## config.mk

```make
export PLATFORM = sky130hd
export DESIGN_NAME = net_resolver_seq
export DESIGN_NICKNAME = d
export VERILOG_FILES = /design/src/rtl/net_resolver_seq.sv
export SDC_FILE = /design/constraint.sdc
export NUM_CORES = 1
export LEC_CHECK = 0
export ABC_AREA = 1
export CAP_MARGIN = 20
export CORE_ASPECT_RATIO = 1.25
export CORE_MARGIN = 8
export CORE_UTILIZATION = 44
export CTS_BUF_LIST = sky130_fd_sc_hd__clkbuf_4
export DETAILED_ROUTE_END_ITERATION = 12
export GPL_TIMING_DRIVEN = 1
export PLACE_DENSITY = 0.82
export SETUP_SLACK_MARGIN = 0.02
export SKIP_CTS_REPAIR_TIMING = 1
export SYNTH_ARGS = -nofsm -noshare
export SYNTH_HDL_FRONTEND = slang
export SYNTH_SLANG_ARGS = --single-unit
```

## constraint.sdc

```tcl
create_clock -name clk -period 1.75 [get_ports clk]
set_input_delay 0.4375 -clock clk [delete_from_list [all_inputs] [get_ports clk]]
set_output_delay 0.4375 -clock clk [all_outputs]
set_load 0.05 [all_outputs]
```

## src/rtl/net_resolver_seq.sv

```systemverilog
//--------------------------------------------------------------------------
// Module      : net_resolver_seq
// Description : Registered resolver for a multi-driven four-state net with
//               wire/wand/wor semantics, trireg charge decay and conflicts.
// Revision    : 1.0 - initial release
//--------------------------------------------------------------------------
`default_nettype none

module net_resolver_seq #(
    parameter int W      = 4,
    parameter int NCH    = 3,
    parameter int KIND   = 0,
    parameter int CHARGE = 0,
    parameter int DECAY  = 8,
    parameter int CW     = 8
) (
    input  logic            clk,
    input  logic            rst_n,
    input  logic [NCH-1:0]  drv_en,
    input  logic [NCH*W-1:0] drv_val,
    input  logic [NCH*W-1:0] drv_x,
    input  logic            conflict_clr,
    output logic [W-1:0]    net_val,
    output logic [W-1:0]    net_known,
    output logic [W-1:0]    net_z,
    output logic [W-1:0]    net_charged,
    output logic            conflict_sticky,
    output logic [CW-1:0]   conflict_cnt
);

    localparam int            c_dw    = (DECAY > 0) ? $clog2(DECAY + 1) : 1;
    localparam logic [c_dw-1:0] c_dload = c_dw'(DECAY);
    localparam logic [CW-1:0] c_cmax  = {CW{1'b1}};
    localparam logic [W-1:0]  c_zrst  = (CHARGE != 0) ? '0 : '1;

    logic [W-1:0]            w_has0, w_has1, w_hasx;
    logic [W-1:0]            w_rval, w_rknown, w_conf;
    logic                    w_drv;
    logic [W-1:0]            w_val_nxt, w_known_nxt, w_z_nxt, w_chg_nxt;
    logic [W-1:0][c_dw-1:0]  w_dcnt_nxt;
    logic                    w_event;

    logic [W-1:0]            r_val, r_known, r_z, r_chg;
    logic [W-1:0][c_dw-1:0]  r_dcnt;
    logic                    r_sticky;
    logic [CW-1:0]           r_cnt;

    // Summarise what the active drivers put on each bit: some 0, some 1, some X.
    always_comb begin
        w_has0 = '0;
        w_has1 = '0;
        w_hasx = '0;
        for (int i = 0; i < NCH; i++) begin
            if (drv_en[i]) begin
                for (int b = 0; b < W; b++) begin
                    if (drv_x[i*W + b])
                        w_hasx[b] = 1'b1;
                    else if (drv_val[i*W + b])
                        w_has1[b] = 1'b1;
                    else
                        w_has0[b] = 1'b1;
                end
            end
        end
    end

    assign w_drv = |drv_en;

    generate
        if (KIND == 1) begin : g_wand
            assign w_rknown = w_has0 | ~w_hasx;
            assign w_rval   = ~w_has0;
            assign w_conf   = '0;
        end else if (KIND == 2) begin : g_wor
            assign w_rknown = w_has1 | ~w_hasx;
            assign w_rval   = w_has1;
            assign w_conf   = '0;
        end else begin : g_wire
            // Known drivers that disagree are a conflict even if an X is also present.
            assign w_rknown = ~w_hasx & ~(w_has0 & w_has1);
            assign w_rval   = w_has1;
            assign w_conf   = w_has0 & w_has1;
        end
    endgenerate

    assign w_event = |w_conf;

    always_comb begin
        w_val_nxt   = r_val;
        w_known_nxt = r_known;
        w_z_nxt     = r_z;
        w_chg_nxt   = r_chg;
        w_dcnt_nxt  = r_dcnt;
        for (int b = 0; b < W; b++) begin
            if (w_drv) begin
                w_val_nxt[b]   = w_rval[b];
                w_known_nxt[b] = w_rknown[b];
                w_z_nxt[b]     = 1'b0;
                w_chg_nxt[b]   = 1'b0;
                w_dcnt_nxt[b]  = c_dload;
            end else if (CHARGE == 0) begin
                w_known_nxt[b] = 1'b0;
                w_z_nxt[b]     = 1'b1;
                w_chg_nxt[b]   = 1'b0;
            end else if (r_known[b] && (DECAY == 0 || r_dcnt[b] != '0)) begin
                // Held charge survives one more cycle; the counter tracks remaining life.
                w_chg_nxt[b] = 1'b1;
                w_z_nxt[b]   = 1'b0;
                if (DECAY != 0)
                    w_dcnt_nxt[b] = r_dcnt[b] - 1'b1;
            end else begin
                w_known_nxt[b] = 1'b0;
                w_chg_nxt[b]   = 1'b0;
                w_z_nxt[b]     = 1'b0;
            end
        end
    end

    always_ff @(posedge clk or negedge rst_n) begin
        if (!rst_n) begin
            r_val   <= '0;
            r_known <= '0;
            r_z     <= c_zrst;
            r_chg   <= '0;
            r_dcnt  <= '0;
        end else begin
            r_val   <= w_val_nxt;
            r_known <= w_known_nxt;
            r_z     <= w_z_nxt;
            r_chg   <= w_chg_nxt;
            r_dcnt  <= w_dcnt_nxt;
        end
    end

    // A conflict in the same cycle as a clear restarts the count at one.
    always_ff @(posedge clk or negedge rst_n) begin
        if (!rst_n) begin
            r_sticky <= 1'b0;
            r_cnt    <= '0;
        end else if (w_event) begin
            r_sticky <= 1'b1;
            if (conflict_clr)
                r_cnt <= CW'(1);
            else if (r_cnt != c_cmax)
                r_cnt <= r_cnt + 1'b1;
        end else if (conflict_clr) begin
            r_sticky <= 1'b0;
            r_cnt    <= '0;
        end
    end

    assign net_val         = r_val;
    assign net_known       = r_known;
    assign net_z           = r_z;
    assign net_charged     = r_chg;
    assign conflict_sticky = r_sticky;
    assign conflict_cnt    = r_cnt;

endmodule

`default_nettype wire

```

* Word-level counts from Yosys, hierarchy flattened *
Index checks and enable logic that the tools add are counted.

storage, ports and cells
  input port bits = 30
  memory bits (writable) = 0
  word-level logic and storage cells = 96
  register bits after elaboration = 18
  output and inout port bits = 25
  bits in latches = 0
  memories = 0
  ROM bits = 0

cells by class
  add/subtract/negate cells = 1
  multiply operators = 0
  equal/unequal tests = 1
  muxes and demuxes = 80
  bitwise logic cells = 4
  $lt $le $gt $ge = 0
  reductions and logical operators = 5
  shift-type cells = 0
  div/mod/pow operators = 0

operator list
  cell                                                            number
  1-bit two-way mux                                               67
  4-bit two-way mux                                               9
  8-bit two-way mux                                               4
  8-bit by 1-bit adder with 8-bit output (second input constant)  1
  4-bit AND                                                       2
  8-bit inequality test (second input constant)                   1
  4-bit NOT                                                       2
  2-bit nonzero test                                              2
  4-bit OR reduction                                              1
  3-bit OR reduction                                              1
  2-bit AND reduction                                             1

* Longest topological paths before layout *
Gate-level depths: netlist (run 1).

  depth after elaboration = 13
  depth in mapped cells = 10
  depth with buffers taken out = 10

* Worst setup path after synthesis (run 1) *
No wires, ideal clock.

  path kind = reg2reg
  start = register r_cnt[0], in the netlist conflict_cnt[0]
  end = register r_cnt[5], in the netlist conflict_cnt[5]
  buffers on the path = 0
  setup slack = -0.026 ns
  arrival = 1.655 ns
  period minus slack after synthesis = 1.776 ns
  library setup time = 0.121 ns
  stages on the path, launching flop included = 9
  data required time = 1.629 ns
  path through = dfrtp_1 ha_1 nand2_1 nor2_2 nand2_1 nor2_4 nand3_1 nand4_1 nand2_1

on the way
  cells in the longest elaborated chain, start to end = 4
  elaborated cells between the ends (all ways) = 7
  those cells by class = 1 x add/sub; 1 x eq/ne; 3 x mux; 2 x reduce/logical

ends and longest elaborated chain
  what                                    line  text
  start: declaration                      46    logic [CW-1:0] r_cnt;
  start signal: assignment                145   r_cnt <= r_cnt + 1'b1;
  8-bit by 1-bit adder with 8-bit output  145
  8-bit two-way mux                       144   else if (r_cnt != c_cmax)
  8-bit two-way mux                       142   if (conflict_clr)
  8-bit two-way mux                       140   end else if (w_event) begin

Several ways; a longest one is shown, not always the timed one. The select of a mux whose other input is x is not followed.
A chain may end at the register's enable or synchronous reset.

* Worst setup path after layout (run 1) *
  start = input port drv_en[0]
  end = register r_cnt[0], in the netlist conflict_cnt[0]

on the way
  cells in the longest elaborated chain, start to end = 11
  elaborated cells between the ends (all ways) = 43
  those cells by class = 39 x mux; 1 x bitwise; 3 x reduce/logical

ends and longest elaborated chain
  what                           line  text
  start: declaration             19    input logic [NCH-1:0] drv_en,
  4-bit two-way mux              54    if (drv_en[i]) begin
  1-bit two-way mux              58    else if (drv_val[i*W + b])
  1-bit two-way mux              56    if (drv_x[i*W + b])
  4-bit two-way mux              54
  1-bit two-way mux              58
  1-bit two-way mux              56
  4-bit two-way mux              54
  4-bit AND *                    82    assign w_conf = w_has0 & w_has1;
  4-bit OR reduction *           86    assign w_event = |w_conf;
  2-bit nonzero test (no line)   n/a
  2-bit AND reduction (no line)  n/a

Every way passes the cells marked *; elsewhere a longest branch is shown, timed or not.

==> insert_results.sql, run 1 <==
INSERT INTO impl_metrics (metric_group, metric, value, unit) VALUES
('yosys', 'syn_area', '1320', 'um^2'),
('critical_path', 'timing.reg2reg.setup_slack', '240', 'ps'),
('grt', 'grt_use_total', '13.5', '%'),
('job', 'max-cap-violations', '0', ''),
('sta', 'max_freq', '617', 'MHz'),
('floorplanning', 'floorplan.io_pins', '55', ''),
('floorplanning', 'die_area', '5000', 'um^2'),
('cts', 'clock_insertion_delay_worst_skew', '290', 'ps'),
('grt', 'largest_net_degree_at_the_start_of_global_routing', '19', ''),
('sta', 'setup_viol_count_final', '0', ''),
('final_layout', 'most_common_cell_after_layout_fill_and_taps_aside', 'sky130_fd_sc_hd__nand2_1', ''),
('floorplanning', 'die_y', '77.1', 'um'),
('power_and_ir_drop', 'vdd_drop_max', '0.385', 'mV'),
('final_layout', 'syn_to_final_growth', '52.5', '%'),
('grt', 'grt_overflow', '0', ''),
('final_layout', 'nFillCells', '243', ''),
('routing', 'drc', '0', ''),
('yosys', 'synthCells', '167', ''),
('critical_path', 'worst_path_dominant_cell_family', 'buffers and inverters', ''),
('critical_path', 'cp_num_buf_inv', '2', ''),
('status', 'run_status', 'finished, final reports clean', ''),
('routing', 'drt_pre_antenna_iters', '4', ''),
('yosys', 'synth.ff_latch_count', '18', ''),
('critical_path', 'worst-r2r-cell-count', '8', ''),
('floorplanning', 'floorplan.initialDensity', '45.5', '%'),
('sta', 'report.final.hold_viol_count', '0', ''),
('sta', 'fin_worst_skew', '8.45', 'ps'),
('routing', 'drt-initial-drc-count', '34', ''),
('yosys', 'synth-seq-area-share', '34.3', '%'),
('final_layout', 'diodes', '0', ''),
('critical_path', 'critPathMostFrequentCell', 'sky130_fd_sc_hd__nand3_1', ''),
('critical_path', 'slowest_cell_on_the_critical_path', 'sky130_fd_sc_hd__clkdlybuf4s50_1', ''),
('power_and_ir_drop', 'cellPowerDensity', '609', 'nW/um^2'),
('critical_path', 'critical_path.startpoint_type', 'input pin', ''),
('place', 'preCtsSetupSlack', '-199', 'ps'),
('cts', 'cts_inserted_buffers', '3', ''),
('floorplanning', 'placeableCoreArea', '2890', 'um^2'),
('critical_path', 'crit_fanout', '13', ''),
('sta', 'layout_setup_ws', '130', 'ps'),
('sta', 'finalWorstPathRequiredPeriod', '1620', 'ps'),
('routing', 'route.vias.total', '1334', ''),
('cts', 'cts.sinks', '18', ''),
('sta', 'maxSlewViolCount', '0', ''),
('place', 'hpwlAfterDp', '2.78', 'mm'),
('sta', 'rsz0062_at_grt', 'yes', ''),
('final_layout', 'drive_above_1_share', '29.7', '%'),
('cts', 'cts_tree', 'done', ''),
('cts', 'cts_root_buffer', 'sky130_fd_sc_hd__clkbuf_4', ''),
('critical_path', 'cp.required', '1980', 'ps'),
('floorplanning', 'die-width', '64.9', 'um'),
('critical_path', 'path_cells', 'clkdlybuf4s50_1, buf_12, nand3_1, nand3_2, nand2_2, nand2_4, o21ai_4, nand3_1, nand2_1', ''),
('critical_path', 'worstSetupPathType', 'input pin to flip-flop', ''),
('place', 'gpl.final_weighted_congestion', '0.827', ''),
('routing', 'wl_per_cell', '12.1', 'um'),
('floorplanning', 'rows', '22', ''),
('cts', 'cts_htree_levels', '1', ''),
('grt', 'via_count_of_the_first_global_routing_pass', '1375', ''),
('critical_path', 'timing.critical_path.depth', '9', ''),
('critical_path', 'critPathCaptureType', 'flip-flop', ''),
('min_path', 'hold_path_class', 'input pin to async pin', ''),
('place', 'numPortBuffers', '50', ''),
('sta', 'timing.final.crit_share', '92.5', '%'),
('critical_path', 'cpPeakStageDelay', '450', 'ps'),
('sta', 'finalSetupTns', '0', 'ps'),
('yosys', 'synth.distinct_cells', '28', ''),
('final_layout', 'fin_nets', '261', ''),
('critical_path', 'timing.critical_path.arrival', '1850', 'ps'),
('grt', 'antenna_violations_before_repair', '0', ''),
('routing', 'drt-vias-per-instance', '5.03', ''),
('final_layout', 'final_cell_mix', '30 x sky130_fd_sc_hd__nand2_1, 29 x sky130_fd_sc_hd__clkdlybuf4s50_1, 27 x sky130_fd_sc_hd__buf_4, 26 x sky130_fd_sc_hd__nand3_1, 20 x sky130_fd_sc_hd__inv_1', ''),
('place', 'placed_cell_areas', '1980', 'um^2'),
('yosys', 'post_synth.cell_area_avg', '7.87', 'um^2'),
('cts', 'cts-root-to-sink-buffers', '2', ''),
('power_and_ir_drop', 'power_leakage', '0.00103', 'uW'),
('yosys', 'total_of_warnings_raised_by_yosys', '0', ''),
('cts', 'clk_transition_reported_paths', '100', 'ps'),
('routing', 'drt_total_wl', '3.20', 'mm'),
('grt', 'grt_first_pass_wirelength', '5.64', 'mm'),
('routing', 'final_antenna_net_count', '0', ''),
('final_layout', 'final_area', '2010', 'um^2');
worst register-to-register path, delay by kind of cell (launching register included):
| kind | cells | cell delay [ps] |
|---|---|---|
| adders and majority gates | 1 | 170 |
| and+or+nand+nor | 7 | 840 |
| DFF | 1 | 410 |
sequential cells by signal (all words and copies together), names as in the netlist:
name and count:
conflict_cnt 8, net_known 4, net_val 4, conflict_sticky 1, net_z 1
synth_stat cells:
master	number	area share [%]
sky130_fd_sc_hd__buf_2	1	0.38
sky130_fd_sc_hd__dfrtp_1	17	32
sky130_fd_sc_hd__nor2_4	1	0.86
sky130_fd_sc_hd__nor3_2	1	0.76
sky130_fd_sc_hd__dfstp_2	1	2.0
sky130_fd_sc_hd__o2111ai_1	4	2.7
sky130_fd_sc_hd__o21ai_4	1	1.2
sky130_fd_sc_hd__or2_2	1	0.48
sky130_fd_sc_hd__nand3_1	26	9.9
sky130_fd_sc_hd__nand3_2	8	6.1
sky130_fd_sc_hd__inv_2	2	0.57
sky130_fd_sc_hd__clkinv_1	1	0.29
sky130_fd_sc_hd__nand3b_1	5	2.9
sky130_fd_sc_hd__xor2_1	2	1.3
sky130_fd_sc_hd__o21bai_1	1	0.57
sky130_fd_sc_hd__nor2_2	1	0.48
sky130_fd_sc_hd__nand2_1	30	8.6
sky130_fd_sc_hd__inv_1	20	5.7
sky130_fd_sc_hd__conb_1	1	0.29
sky130_fd_sc_hd__buf_6	3	2.6
sky130_fd_sc_hd__buf_4	7	4.0
sky130_fd_sc_hd__nor2_1	12	3.4
sky130_fd_sc_hd__ha_1	1	0.95
sky130_fd_sc_hd__nand3b_4	1	1.5
sky130_fd_sc_hd__nand2_4	2	1.7
sky130_fd_sc_hd__nand2_2	6	2.9
sky130_fd_sc_hd__a21o_1	4	2.3
sky130_fd_sc_hd__nand4_1	7	3.3
where the power goes:
part / leakage, uW / total [uW] / internal, uW / switching, uW
logic: 0.000780 / 513 / 209 / 304
registers: 0.000228 / 483 / 454 / 29.9
clock network: 0.0000184 / 224 / 104 / 120
total: 0.00103 / 1220 / 766 / 454
layer usage:
metal | wire length [um] | track usage, % | vias to the layer above
li1 | - | - | 667
met1 | 1240 | 14.2 | 618
met2 | 1690 | 24.1 | 44
met3 | 212 | 3.05 | 5
met4 | 67 | 6.56 | 0
met5 | 0 | 0 | -
area by class of cell:
| type | instances | area [um^2] | share of cell area (%) |
|---|---|---|---|
| well taps | 36 | 45.0 | 2.25 |
| multi-input cells | 118 | 697 | 34.7 |
| flip-flops and latches | 18 | 454 | 22.6 |
| clock buffers | 4 | 30.0 | 1.50 |
| inverters | 23 | 86.3 | 4.30 |
| repair buffers | 66 | 693 | 34.6 |
cells by family after synthesis:
family / Yosys count / share of synthesized area [%]
fa+ha+maj: 1 / 0.951
other cells: 1 / 0.285
flops: 18 / 34.3
xor+xnor: 2 / 1.33
buf+inv: 34 / 13.5
compound gates: 10 / 6.76
simple gates: 101 / 42.8
stage by stage:
stage	hold WS, ps	instances	power (uW)	util [%]
2_1_floorplan	142	170	797	-
3_3_place_gp	468	261	1000	68.4
3_5_place_dp	471	261	1010	68.4
4_1_cts	457	265	1240	69.4
5_1_grt	468	265	1290	69.4
6_report	460	265	1220	69.4
final timing paths:
kind,from,to
max,drv_en[0],conflict_cnt[0]$_DFFE_PN0P_
min,rst_n,net_val[2]$_DFFE_PN0N_
max reg2reg,conflict_cnt[0]$_DFFE_PN0P_,conflict_cnt[0]$_DFFE_PN0P_
min reg2reg,net_val[1]$_DFFE_PN0N_,net_val[1]$_DFFE_PN0N_
max in group asynchronous,rst_n,net_z[0]$_DFF_PN1_
min in group clk,net_val[1]$_DFFE_PN0N_,net_val[1]$_DFFE_PN0N_
(Power assumes the default switching activity.)
==> run 2, diff against run 1 <==
Settings changed: CORE_UTILIZATION 44 to 39, PLACE_DENSITY 0.82 to 0.74.
==> run 2 against run 1 <==
Final cell count up 0.75%. Worst hold slack better by 3.7 ps. Fmax increased by 0.92%. Clock power decreased by 7%. Critical path type unchanged. Critical endpoint is now conflict_cnt[1]$_DFFE_PN0P_. Highest routed layer unchanged.
==> insert_results.sql, run 2 (synthesis results as in run 1) <==
INSERT INTO impl_metrics (metric_group, metric, value, unit) VALUES
('status', 'run_status', 'finished, final reports clean', ''),
('power_and_ir_drop', 'share_clk_of_total_power', '17.3', '%'),
('sta', 'max_freq', '623', 'MHz'),
('final_layout', 'diodes', '0', ''),
('power_and_ir_drop', 'reg_power_share', '39.9', '%'),
('cts', 'clk_transition_reported_paths', '100', 'ps'),
('power_and_ir_drop', 'power.switching', '460', 'uW'),
('floorplanning', 'rows', '23', ''),
('final_layout', 'syn_to_final_growth', '53.1', '%'),
('sta', 'setup_viol_count_final', '0', ''),
('sta', 'fin_worst_skew', '2.84', 'ps'),
('critical_path', 'cp.required', '1980', 'ps'),
('place', 'placed_cell_areas', '1980', 'um^2'),
('job', 'max-cap-violations', '0', ''),
('final_layout', 'final_cell_mix', '30 x sky130_fd_sc_hd__nand2_1, 28 x sky130_fd_sc_hd__clkdlybuf4s50_1, 28 x sky130_fd_sc_hd__buf_4, 26 x sky130_fd_sc_hd__nand3_1, 20 x sky130_fd_sc_hd__inv_1', ''),
('cts', 'cts_htree_levels', '1', ''),
('power_and_ir_drop', 'cellPowerDensity', '599', 'nW/um^2'),
('routing', 'final_antenna_net_count', '0', ''),
('routing', 'drt_pre_antenna_iters', '4', ''),
('final_layout', 'largest_register_ffs', '8', ''),
('routing', 'drc', '0', ''),
('critical_path', 'timing.rr.end', 'conflict_cnt[1]$_DFFE_PN0P_', ''),
('min_path', 'hold_path_class', 'input pin to async pin', ''),
('grt', 'grt_overflow', '0', ''),
('place', 'hpwlAfterDp', '2.81', 'mm'),
('floorplanning', 'floorplan.io_pins', '55', ''),
('routing', 'drt_total_wl', '3.27', 'mm'),
('cts', 'cts_inserted_buffers', '3', ''),
('grt', 'grt_use_total', '12.1', '%'),
('cts', 'cts-root-to-sink-buffers', '2', ''),
('cts', 'cts.sinks', '18', ''),
('power_and_ir_drop', 'vdd_drop_max', '0.553', 'mV'),
('routing', 'drt-initial-drc-count', '53', ''),
('place', 'numPortBuffers', '50', ''),
('power_and_ir_drop', 'p_comb_share', '42.7', '%'),
('sta', 'maxSlewViolCount', '0', ''),
('routing', 'route.vias.total', '1313', ''),
('power_and_ir_drop', 'intPower', '746', 'uW'),
('critical_path', 'timing.rr.start', 'conflict_cnt[0]$_DFFE_PN0P_', ''),
('critical_path', 'crit_fanout', '8', ''),
('cts', 'cts_tree', 'done', ''),
('floorplanning', 'die_y', '80.9', 'um'),
('critical_path', 'worstSetupPathType', 'input pin to flip-flop', ''),
('critical_path', 'timing.reg2reg.setup_slack', '230', 'ps'),
('routing', 'wl_per_cell', '12.2', 'um'),
('floorplanning', 'die-width', '67.9', 'um'),
('grt', 'largest_net_degree_at_the_start_of_global_routing', '19', ''),
('cts', 'clock_insertion_delay_worst_skew', '290', 'ps'),
('place', 'placedCellCount', '263', ''),
('floorplanning', 'floorplan.initialDensity', '40.8', '%'),
('critical_path', 'critical_path.startpoint_type', 'input pin', ''),
('final_layout', 'drive_above_1_share', '29.6', '%'),
('grt', 'via_count_of_the_first_global_routing_pass', '1271', ''),
('final_layout', 'finish.cell_count_without_fillers', '267', ''),
('floorplanning', 'die_area', '5500', 'um^2'),
('critical_path', 'worst-r2r-cell-count', '9', ''),
('floorplanning', 'placeableCoreArea', '3220', 'um^2'),
('critical_path', 'timing.critical_path.arrival', '1840', 'ps'),
('cts', 'cts_root_buffer', 'sky130_fd_sc_hd__clkbuf_4', ''),
('final_layout', 'most_common_cell_after_layout_fill_and_taps_aside', 'sky130_fd_sc_hd__nand2_1', ''),
('sta', 'rsz0062_at_grt', 'no', ''),
('grt', 'grt_first_pass_wirelength', '5.42', 'mm'),
('sta', 'report.final.hold_viol_count', '0', ''),
('sta', 'finalWorstPathRequiredPeriod', '1600', 'ps'),
('final_layout', 'fin_nets', '262', ''),
('place', 'gpl.final_weighted_congestion', '0.821', ''),
('power_and_ir_drop', 'power_leakage', '0.00104', 'uW'),
('sta', 'timing.final.crit_share', '91.7', '%'),
('power_and_ir_drop', 'switching_share', '38.1', '%'),
('routing', 'drt-vias-per-instance', '4.92', ''),
('final_layout', 'final_area', '2010', 'um^2'),
('critical_path', 'critPathCaptureType', 'flip-flop', ''),
('grt', 'antenna_violations_before_repair', '0', '');
-- run 2: cell count changes in the layout (fill, tap and decap cells not counted), sizes merged --
cell,delta
clkbuf,-1
clkdlybuf4s50,-1
buf,+1
clkinv,+1
dlymetal6s2s,+1
-- run 2: worst max-delay path, cell delays in order --
cell and delay (ps):
sky130_fd_sc_hd__clkdlybuf4s50_1 420, sky130_fd_sc_hd__buf_4 160, sky130_fd_sc_hd__inv_1 70, sky130_fd_sc_hd__nor2_1 40, sky130_fd_sc_hd__nand2_1 60, sky130_fd_sc_hd__nand3_1 70
sky130_fd_sc_hd__nand2_1 90, sky130_fd_sc_hd__nand2_2 80, sky130_fd_sc_hd__o21ai_4 230, sky130_fd_sc_hd__nand3_1 110, sky130_fd_sc_hd__nand2_1 70
-- run 2: area by class of cell --
cell class / count / area [um^2]
fill: 298 / 1210
inverter: 23 / 86.3
clock buffer: 3 / 22.5
tap: 37 / 46.3
timing repair buffer: 67 / 703
multi-input combinational: 118 / 697
sequential: 18 / 454
clock inverter: 1 / 3.75
-- run 2: metal layers --
layer / track usage [%] / vias to the layer above / routed length [um]
met5: 0 / - / 0
met1: 14.1 / 589 / 1290
met2: 20.8 / 47 / 1650
li1: - / 670 / -
met4: 3.90 / 0 / 63
met3: 3.16 / 7 / 261
-- run 2: how the worst max path moves through the flow --
stage / startpoint / to / slack (ps)
4_1_cts: drv_en[2] / conflict_cnt[5]$_DFFE_PN0P_ / 110
6_report: drv_en[1] / conflict_cnt[1]$_DFFE_PN0P_ / 150
5_1_grt: drv_en[1] / conflict_cnt[5]$_DFFE_PN0P_ / 30
3_3_place_gp: drv_en[2] / conflict_cnt[0]$_DFFE_PN0P_ / -190
3_5_place_dp: drv_en[2] / conflict_cnt[5]$_DFFE_PN0P_ / -200
2_1_floorplan: conflict_cnt[2]$_DFFE_PN0P_ / conflict_cnt[5]$_DFFE_PN0P_ / 140
-- run 2: metrics by stage --
| stage | TNS [ps] | hold slack [ps] | utilization [%] | setup slack (ps) | power, uW |
|---|---|---|---|---|---|
| 4_1_cts | 0 | 466 | 62.4 | 112 | 1220 |
| 2_1_floorplan | 0 | 142 | - | 138 | 797 |
| 5_1_grt | 0 | 466 | 62.5 | 25.7 | 1290 |
| 6_report | 0 | 463 | 62.5 | 145 | 1210 |
| 3_5_place_dp | -1580 | 472 | 61.6 | -201 | 1010 |
| 3_3_place_gp | -1410 | 465 | 61.6 | -185 | 1000 |
-- run 2: power groups by stage --
stage | Combinational, uW | Clock [uW] | Sequential, uW
global route | 550 | 248 | 487
global placement | 514 | 0 | 490
floorplan | 187 | 0 | 610
finish | 515 | 209 | 481
CTS | 520 | 219 | 481
detailed placement | 519 | 0 | 490
